==> src/rtl/conv_result_writer.sv <==
// Collects PE results, then shifts, optionally ReLUs and saturates each into a frame buffer, and streams the frame out in raster order.
// Latency: one pipeline stage on capture; o_rd_valid rises one cycle after the last capture write; output is 1 word/cycle when unstalled.
// Backpressure: o_rd_* is held stable while o_rd_valid && !i_rd_ready; i_en has no backpressure, so excess beats are dropped and flagged.
module conv_result_writer #(
    parameter int KERNEL_SIZE = 3,
    parameter int FM_SIZE     = 4,
    parameter int PADDING     = 0,
    parameter int STRIDE      = 1,
    parameter int IN_WIDTH    = 48,
    parameter int OUT_WIDTH   = 16,
    parameter int SHIFT       = 0,
    localparam int OUT_DIM    = (FM_SIZE - KERNEL_SIZE + 2 * PADDING) / STRIDE + 1,
    localparam int RC_W       = (OUT_DIM > 1) ? $clog2(OUT_DIM) : 1
) (
    input  logic                        i_clk,
    input  logic                        i_rst_n,
    input  logic                        i_start,
    input  logic                        i_relu_en,
    input  logic                        i_en,
    input  logic signed [IN_WIDTH-1:0]  i_P,
    input  logic                        i_rd_ready,
    output logic                        o_rd_valid,
    output logic signed [OUT_WIDTH-1:0] o_rd_data,
    output logic [RC_W-1:0]             o_rd_row,
    output logic [RC_W-1:0]             o_rd_col,
    output logic                        o_busy,
    output logic                        o_done,
    output logic                        o_overflow
);

    localparam int N_OUT = OUT_DIM * OUT_DIM;
    localparam int CNT_W = (N_OUT > 1) ? $clog2(N_OUT) : 1;
    localparam int DEPTH = 1 << CNT_W;

    localparam logic [CNT_W-1:0] LAST_IDX = CNT_W'(N_OUT - 1);
    localparam logic [RC_W-1:0]  LAST_RC  = RC_W'(OUT_DIM - 1);

    localparam logic signed [IN_WIDTH-1:0] SAT_MAX =
        {{(IN_WIDTH - OUT_WIDTH + 1){1'b0}}, {(OUT_WIDTH - 1){1'b1}}};
    localparam logic signed [IN_WIDTH-1:0] SAT_MIN =
        {{(IN_WIDTH - OUT_WIDTH + 1){1'b1}}, {(OUT_WIDTH - 1){1'b0}}};

    localparam logic [1:0] ST_IDLE    = 2'd0;
    localparam logic [1:0] ST_COLLECT = 2'd1;
    localparam logic [1:0] ST_DRAIN   = 2'd2;

    logic [1:0]                  state;
    logic                        relu_q;
    logic [CNT_W-1:0]            wr_cnt;
    logic [CNT_W-1:0]            rd_cnt;
    logic                        rd_last;
    logic [RC_W-1:0]             nxt_row;
    logic [RC_W-1:0]             nxt_col;
    logic                        pipe_vld;
    logic signed [OUT_WIDTH-1:0] pipe_dat;
    logic signed [OUT_WIDTH-1:0] mem [DEPTH];

    logic signed [IN_WIDTH-1:0]  shifted;
    logic signed [IN_WIDTH-1:0]  clipped;
    logic signed [OUT_WIDTH-1:0] sat_dat;
    logic                        last_wr;
    logic                        accept;
    logic                        xfer;

    always_comb begin
        shifted = i_P >>> SHIFT;
        clipped = shifted;
        if (relu_q && shifted[IN_WIDTH-1]) begin
            clipped = '0;
        end
        sat_dat = clipped[OUT_WIDTH-1:0];
        if (clipped > SAT_MAX) begin
            sat_dat = SAT_MAX[OUT_WIDTH-1:0];
        end else if (clipped < SAT_MIN) begin
            sat_dat = SAT_MIN[OUT_WIDTH-1:0];
        end
    end

    // The cycle that commits the final write is already past the frame:
    // a beat arriving then would be word N_OUT+1, so it is refused.
    assign last_wr = pipe_vld && (wr_cnt == LAST_IDX);
    assign accept  = (state == ST_COLLECT) && !last_wr;
    assign xfer    = o_rd_valid && i_rd_ready;
    assign o_busy  = (state == ST_COLLECT) || (state == ST_DRAIN);

    always_ff @(posedge i_clk or negedge i_rst_n) begin
        if (!i_rst_n) begin
            state      <= ST_IDLE;
            relu_q     <= 1'b0;
            wr_cnt     <= '0;
            rd_cnt     <= '0;
            rd_last    <= 1'b0;
            nxt_row    <= '0;
            nxt_col    <= '0;
            pipe_vld   <= 1'b0;
            pipe_dat   <= '0;
            o_rd_valid <= 1'b0;
            o_rd_data  <= '0;
            o_rd_row   <= '0;
            o_rd_col   <= '0;
            o_done     <= 1'b0;
            o_overflow <= 1'b0;
        end else begin
            o_done   <= 1'b0;
            pipe_vld <= i_en && accept;
            if (i_en && accept) begin
                pipe_dat <= sat_dat;
            end

            case (state)
                ST_IDLE: begin
                    if (i_start) begin
                        state      <= ST_COLLECT;
                        wr_cnt     <= '0;
                        relu_q     <= i_relu_en;
                        o_overflow <= 1'b0;
                    end
                end
                ST_COLLECT: begin
                    if (pipe_vld) begin
                        wr_cnt <= wr_cnt + 1'b1;
                        if (last_wr) begin
                            state   <= ST_DRAIN;
                            rd_cnt  <= '0;
                            rd_last <= 1'b0;
                            nxt_row <= '0;
                            nxt_col <= '0;
                        end
                    end
                end
                ST_DRAIN: begin
                    if (xfer && rd_last) begin
                        o_rd_valid <= 1'b0;
                        o_done     <= 1'b1;
                        rd_last    <= 1'b0;
                        state      <= ST_IDLE;
                    end else if (!o_rd_valid || i_rd_ready) begin
                        o_rd_valid <= 1'b1;
                        o_rd_data  <= mem[rd_cnt];
                        o_rd_row   <= nxt_row;
                        o_rd_col   <= nxt_col;
                        rd_last    <= (rd_cnt == LAST_IDX);
                        rd_cnt     <= rd_cnt + 1'b1;
                        if (nxt_col == LAST_RC) begin
                            nxt_col <= '0;
                            nxt_row <= nxt_row + 1'b1;
                        end else begin
                            nxt_col <= nxt_col + 1'b1;
                        end
                    end
                end
                default: state <= ST_IDLE;
            endcase

            // Placed after the start-clear so a dropped beat in the start cycle still flags.
            if (i_en && !accept) begin
                o_overflow <= 1'b1;
            end
        end
    end

    // Frame buffer needs no reset; contents are only read after a full frame is written.
    always_ff @(posedge i_clk) begin
        if (state == ST_COLLECT && pipe_vld) begin
            mem[wr_cnt] <= pipe_dat;
        end
    end

endmodule

==> config.mk <==
export PLATFORM = sky130hd
export DESIGN_NAME = conv_result_writer
export DESIGN_NICKNAME = d
export VERILOG_FILES = /design/src/rtl/conv_result_writer.sv
export SDC_FILE = /design/constraint.sdc
export NUM_CORES = 1
export LEC_CHECK = 0
export ABC_AREA = 1
export BUFFER_PORTS_ARGS = -buffer_cell sky130_fd_sc_hd__buf_2
export CAP_MARGIN = 0
export CORE_MARGIN = 5
export CORE_UTILIZATION = 56
export CTS_CLUSTER_SIZE = 28
export DETAILED_ROUTE_END_ITERATION = 12
export PLACE_DENSITY = 0.79
export SYNTH_ARGS = -nofsm -noshare
export SYNTH_HDL_FRONTEND = slang
export SYNTH_SLANG_ARGS = --single-unit
export TNS_END_PERCENT = 10
==> constraint.sdc <==
create_clock -name i_clk -period 2.6 [get_ports i_clk]
set_input_delay 0.13 -clock i_clk [delete_from_list [all_inputs] [get_ports i_clk]]
set_output_delay 0.13 -clock i_clk [all_outputs]
set_load 0.01 [all_outputs]
After elaboration in Yosys (flattened, before gate mapping)
Memory sizes are Yosys's and may differ from the RTL's. A register that Yosys moved wholly into a read port is not among the register bits.
Cells that the tools add are included.

cells by class
  reduce and logical (&&, ||, !) cells = 29
  multiply operators = 0
  divide/modulo/power cells = 0
  $lt $le $gt $ge = 2
  shifts and indexed selects = 0
  add/sub/neg operators = 4
  bitwise gates (word level) = 1
  eq/ne operators = 12
  muxes and demuxes = 38

operators by type and width
  cell                                                  number
  > comparator 48 x 16 -> 1 bit, second input constant  1
  < comparator 48 x 16 -> 1 bit, second input constant  1
  two-way mux 48 bit                                    1
  two-way mux 16 bit                                    2
  two-way mux 2 bit                                     10
  two-way mux 1 bit                                     19
  != test 2 bit, second input constant                  5
  nonzero test 2 bit                                    5
  logical AND 1 bit                                     8
  one-hot mux 2 bit (2 select lines)                    2
  AND reduction 4 bit                                   2
  == test 2 bit, second input constant                  3
  one-hot mux 1 bit (2 select lines)                    3
  one-hot mux 2 bit (3 select lines)                    1
  AND reduction 2 bit                                   3
  AND reduction 3 bit                                   2
  AND reduction 6 bit                                   1
  AND reduction 5 bit                                   1
  adder 2 x 1 -> 2 bit, second input constant           2
  logical NOT 1 bit                                     4
  != test 2 x 1 -> 1 bit, second input constant         2
  != test 3 x 1 -> 1 bit, second input constant         1
  adder 1 bit, second input constant                    2
  == test 2 x 1 -> 1 bit, second input constant         1
  3 further kinds                                       4

word-level totals
  memories kept = 1
  memory bits (read-only) = 0
  register bits = 32
  RAM bits = 64
  word-level logic and storage cells = 101
  input bits = 54
  output and inout bits = 22
  bits in latches = 0

memory list
  memory  words  width  read ports  clocked after memory_dff  write ports  RTL line  text
  mem     4      16     1           1                         1            56        logic signed [OUT_WIDTH-1:0] mem [DEPTH];

Logic depth before layout (Yosys ltp)
  word-level depth = 8
  mapped depth = 13
  mapped depth without buffers = 11

Least setup slack after synthesis
Ideal clock, no wire load.

  path kind = reg2reg
  start = reg state[1]
  end = mem mem[0][0], enable pin
  buffers on the path = 0
  path slack = 767 ps
  setup time = 389 ps
  data arrival time = 1444 ps
  data required time = 2211 ps
  stages on the path, launching flop included = 5
  clock period less this slack = 1833 ps
  cell sequence = dfrtp_1 > inv_1 > ha_1 > nand2_1 > nor2_1

on the way
  cells in the longest elaborated chain, start to end = 4

RTL lines
  item                                     RTL line  text
  from (decl)                              47        logic [1:0] state;
  from (signal assigned)                   88        state <= ST_IDLE;
  from (signal assigned)                   113       state <= ST_COLLECT;
  from (signal assigned)                   123       state <= ST_DRAIN;
  == test 2 x 1 -> 1 bit                   164       if (state == ST_COLLECT && pipe_vld) begin
  logical AND 1 bit                        164
  two-way mux 1 bit                        164
  two-way mux 1 bit (implied by the code)  165       mem[wr_cnt] <= pipe_dat;
  to (decl)                                56

No other way between the ends.

Worst setup path in the final report
  start = reg state[1]
  end = reg rd_cnt[0]

on the way
  cells in the longest elaborated chain, start to end = 3
  elaborated cells on any way between the ends = 9
  those cells by class = eq/ne: 6; mux: 1; reduce/logical: 2

RTL lines
  item                                                             RTL line  text
  == test 2 bit or == test 2 x 1 -> 1 bit (tied branches)          110       case (state)
  != test 2 x 1 -> 1 bit (no source line) (tied with other cells)  -
  AND reduction 5 bit (no source line)                             -
  to (signal assigned)                                             143       rd_cnt <= rd_cnt + 1'b1;
  to (decl)                                                        50        logic [CNT_W-1:0] rd_cnt;

Several ways; a longest one is shown, not always the timed one.
A chain may end at the register's enable or synchronous reset.

==> impl_metrics.yaml <==
sta:
  rsz0062_at_grt: "no"
  fin_crit_ns: 1.87
  fmax_mhz: 535
  worst_pin_slew_ns: 1.07
  finClkSkew_ns: 0.0129
  post-route-period-util_pct: 71.9
  fin_ws_ns: 0.729
  finalSetupViolations: 0
  setup_tns_ns: 0
  drv_slew: 0
  hold_viol: 0
  slew-limit-headroom_pct: 28.5
worst_setup_path:
  cp-start-kind: "register"
  r2r-start: "state[1]"
  arrival_ns: 2.09
  end_kind: "register"
  path_max_fanout: 4
  path_class: "register to register"
  slowest_delay_ns: 0.39
  required_ns: 2.82
  critPathMostFrequentCell: "inv_1"
  crit_chain: "inv_1 > ha_1 > inv_1 > a21oi_1 > inv_1 > nand2_1 > inv_1 > o21ai_0 > or2_2 > nand2_1 > o21ai_0"
  slowest_stage: "dfrtp_1"
  cp-startpoint: "state[1]"
layout:
  fillers: 696
  finalInstanceArea_sq_um: 5630
  diodes: 0
  utilization_pct: 65.1
  syn2layout_area_growth_pct: 14.2
  most-common-layout-cells: "118 x nand2_1, 114 x nor2_1, 75 x buf_2"
  final_common_cell: "nand2_1"
  final_net_count: 653
  drive_gt1_share_pct: 18.8
floorplan:
  die-area_sq_um: 10800
  die_y_um: 104
  io_pins: 76
  fp.dieW_um: 104
  coreArea_sq_um: 8640
  rows: 34
  start_util_pct: 57.0
route:
  drc: 0
  wl_per_cell_um: 13.1
  ant_nets: 0
  first_pass_iters: 4
  vias_per_cell: 4.99
  drt_iter0_drc: 112
  wirelength_um: 9240
  vias: 3509
yosys:
  yosysWarnings: 0
  synth_nets: 575
  syn_avg_cell_area_sq_um: 9.62
  synth-seq-area-share_pct: 63.4
  synth.distinct_cells: 27
  synth.top_cell.area_share_pct: 39.0
  syn_area_sq_um: 4930
  synthCells: 512
  synth_area_leaders: "edfxtp_1 39%, dfrtp_1 24%, nand2_1 9.0%, nor2_1 8.7%, o21ai_0 5.0%"
  synth-seq-cells: 112
  yosysTopAreaCell: "edfxtp_1"
clock_tree:
  numCtsBuffers: 9
  clock_latency_ns: 0.36
  htree_levels: 3
  cts_resized: 0
  cts.clk_slew.worst_paths_ns: 0.11
  clock_path_buffers: 2
  clockRootBuffer: "clkbuf_8"
  cts_tree: "built"
  cts_num_sinks: 112
pwr:
  ir_worst_vdd_mv: 0.338
  finalPower_mw: 5.37
  power_density_nw_per_um2: 955
  p_leak_nw: 2.48
grt:
  grt_pass1_wl_um: 15500
  grt_pass1_vias: 3388
  grt_max_degree: 49
  grt_overflow: 0
  antenna_found_initial: 0
  grt_use_total_pct: 17.6
placed_design:
  dpl_worst_slack_ns: 0.771
  place_area_sq_um: 5400
  hpwl_um: 6470
  io_buffer_count: 75
  place_congestion: 0.813
min_path:
  min_from: "i_rd_ready"
  hp-class: "input pin to register"
run:
  drv_cap: 0
outcome:
  status: "finished clean"
==> where the power goes <==
group	internal (mW)	switching, mW
logic	0.601	0.996
clock network	0.377	0.606
registers	2.43	0.368
total	3.40	1.97
==> sequential cells by signal, summed over array words and instances (netlist names) <==
| register | cells |
|---|---|
| nxt_col | 1 |
| o_rd_row | 1 |
| nxt_row | 1 |
| state | 2 |
| rd_last | 1 |
| wr_cnt | 2 |
| pipe_vld | 1 |
| relu_q | 1 |
| rd_cnt | 2 |
| o_rd_valid | 1 |
| o_done | 1 |
| pipe_dat | 16 |
| o_overflow | 1 |
| mem | 64 |
| o_rd_col | 1 |
| o_rd_data | 16 |
==> worst max-delay path: cells and delay by family (launching register included) <==
family | cells | cell delay (ns)
DFF | 1 | 0.39
AOI/OAI and AO/OA | 3 | 0.27
buffers and inverters | 4 | 0.43
and+or+nand+nor | 3 | 0.44
adders and majority gates | 1 | 0.21
==> stage by stage <==
stage          instances  hold slack [ns]
4_1_cts              703           0.0694
2_1_floorplan        512           -0.166
5_1_grt              703           0.0907
3_5_place_dp         684            0.369
3_3_place_gp         684            0.367
6_report             703           0.0876
==> cells by family after synthesis <==
kind of cell	Yosys count	synth area share, %
and+or+nand+nor	248	19.7
DFF	112	63.4
AOI/OAI and AO/OA	81	9.25
buffers and inverters	61	5.16
adders and majority gates	9	2.29
muxes	1	0.229
==> cell type report <==
type,count,area [sq um],area share (%)
multi-input combinational,339,1550,27.5
clock inverter,7,71.3,1.27
sequential,112,3120,55.5
timing repair buffer,86,465,8.27
clock buffer,9,124,2.20
inverter,42,158,2.80
tap,108,135,2.40
==> worst paths after layout <==
path	endpoint	slack, ns	cells past startpoint
max in group asynchronous	o_rd_data[11]	1.44	2
min reg2reg	o_rd_col	0.48	2
min in group asynchronous	relu_q	0.50	2
max reg2reg	rd_cnt[0]	0.73	11
min	o_done	0.09	3
max	rd_cnt[0]	0.73	11
==> routing by layer <==
layer  vias up  global-route usage (%)  wire length (um)  part of all wire (%)
li1       1827                       -                 -                     -
met1      1584                    23.4              4070                    44
met2        89                    29.7              4570                    49
met3         9                    2.99               532                   5.8
met4         0                    5.37                77                  0.83
met5         -                       0                 0                     0
==> synthesized netlist by cell type (all sizes together) <==
library cell	instances
a211oi	1
a21oi	5
a22o	1
a31oi	16
a32o	1
buf	8
clkbuf	11
dfrtp	48
edfxtp	64
ha	9
inv	42
mux2	1
nand2	121
nand3	5
nand4	5
nor2	115
o21ai	57
or2	2
==> what timing repair did <==
item | in CTS | in global routing
buffers inserted | 0 | 0
endpoints found under the hold margin | 42 | 0
hold buffers | 3 | 0
setup endpoints to repair | 0 | 0
Note: power is estimated with default switching activity, not from simulation.
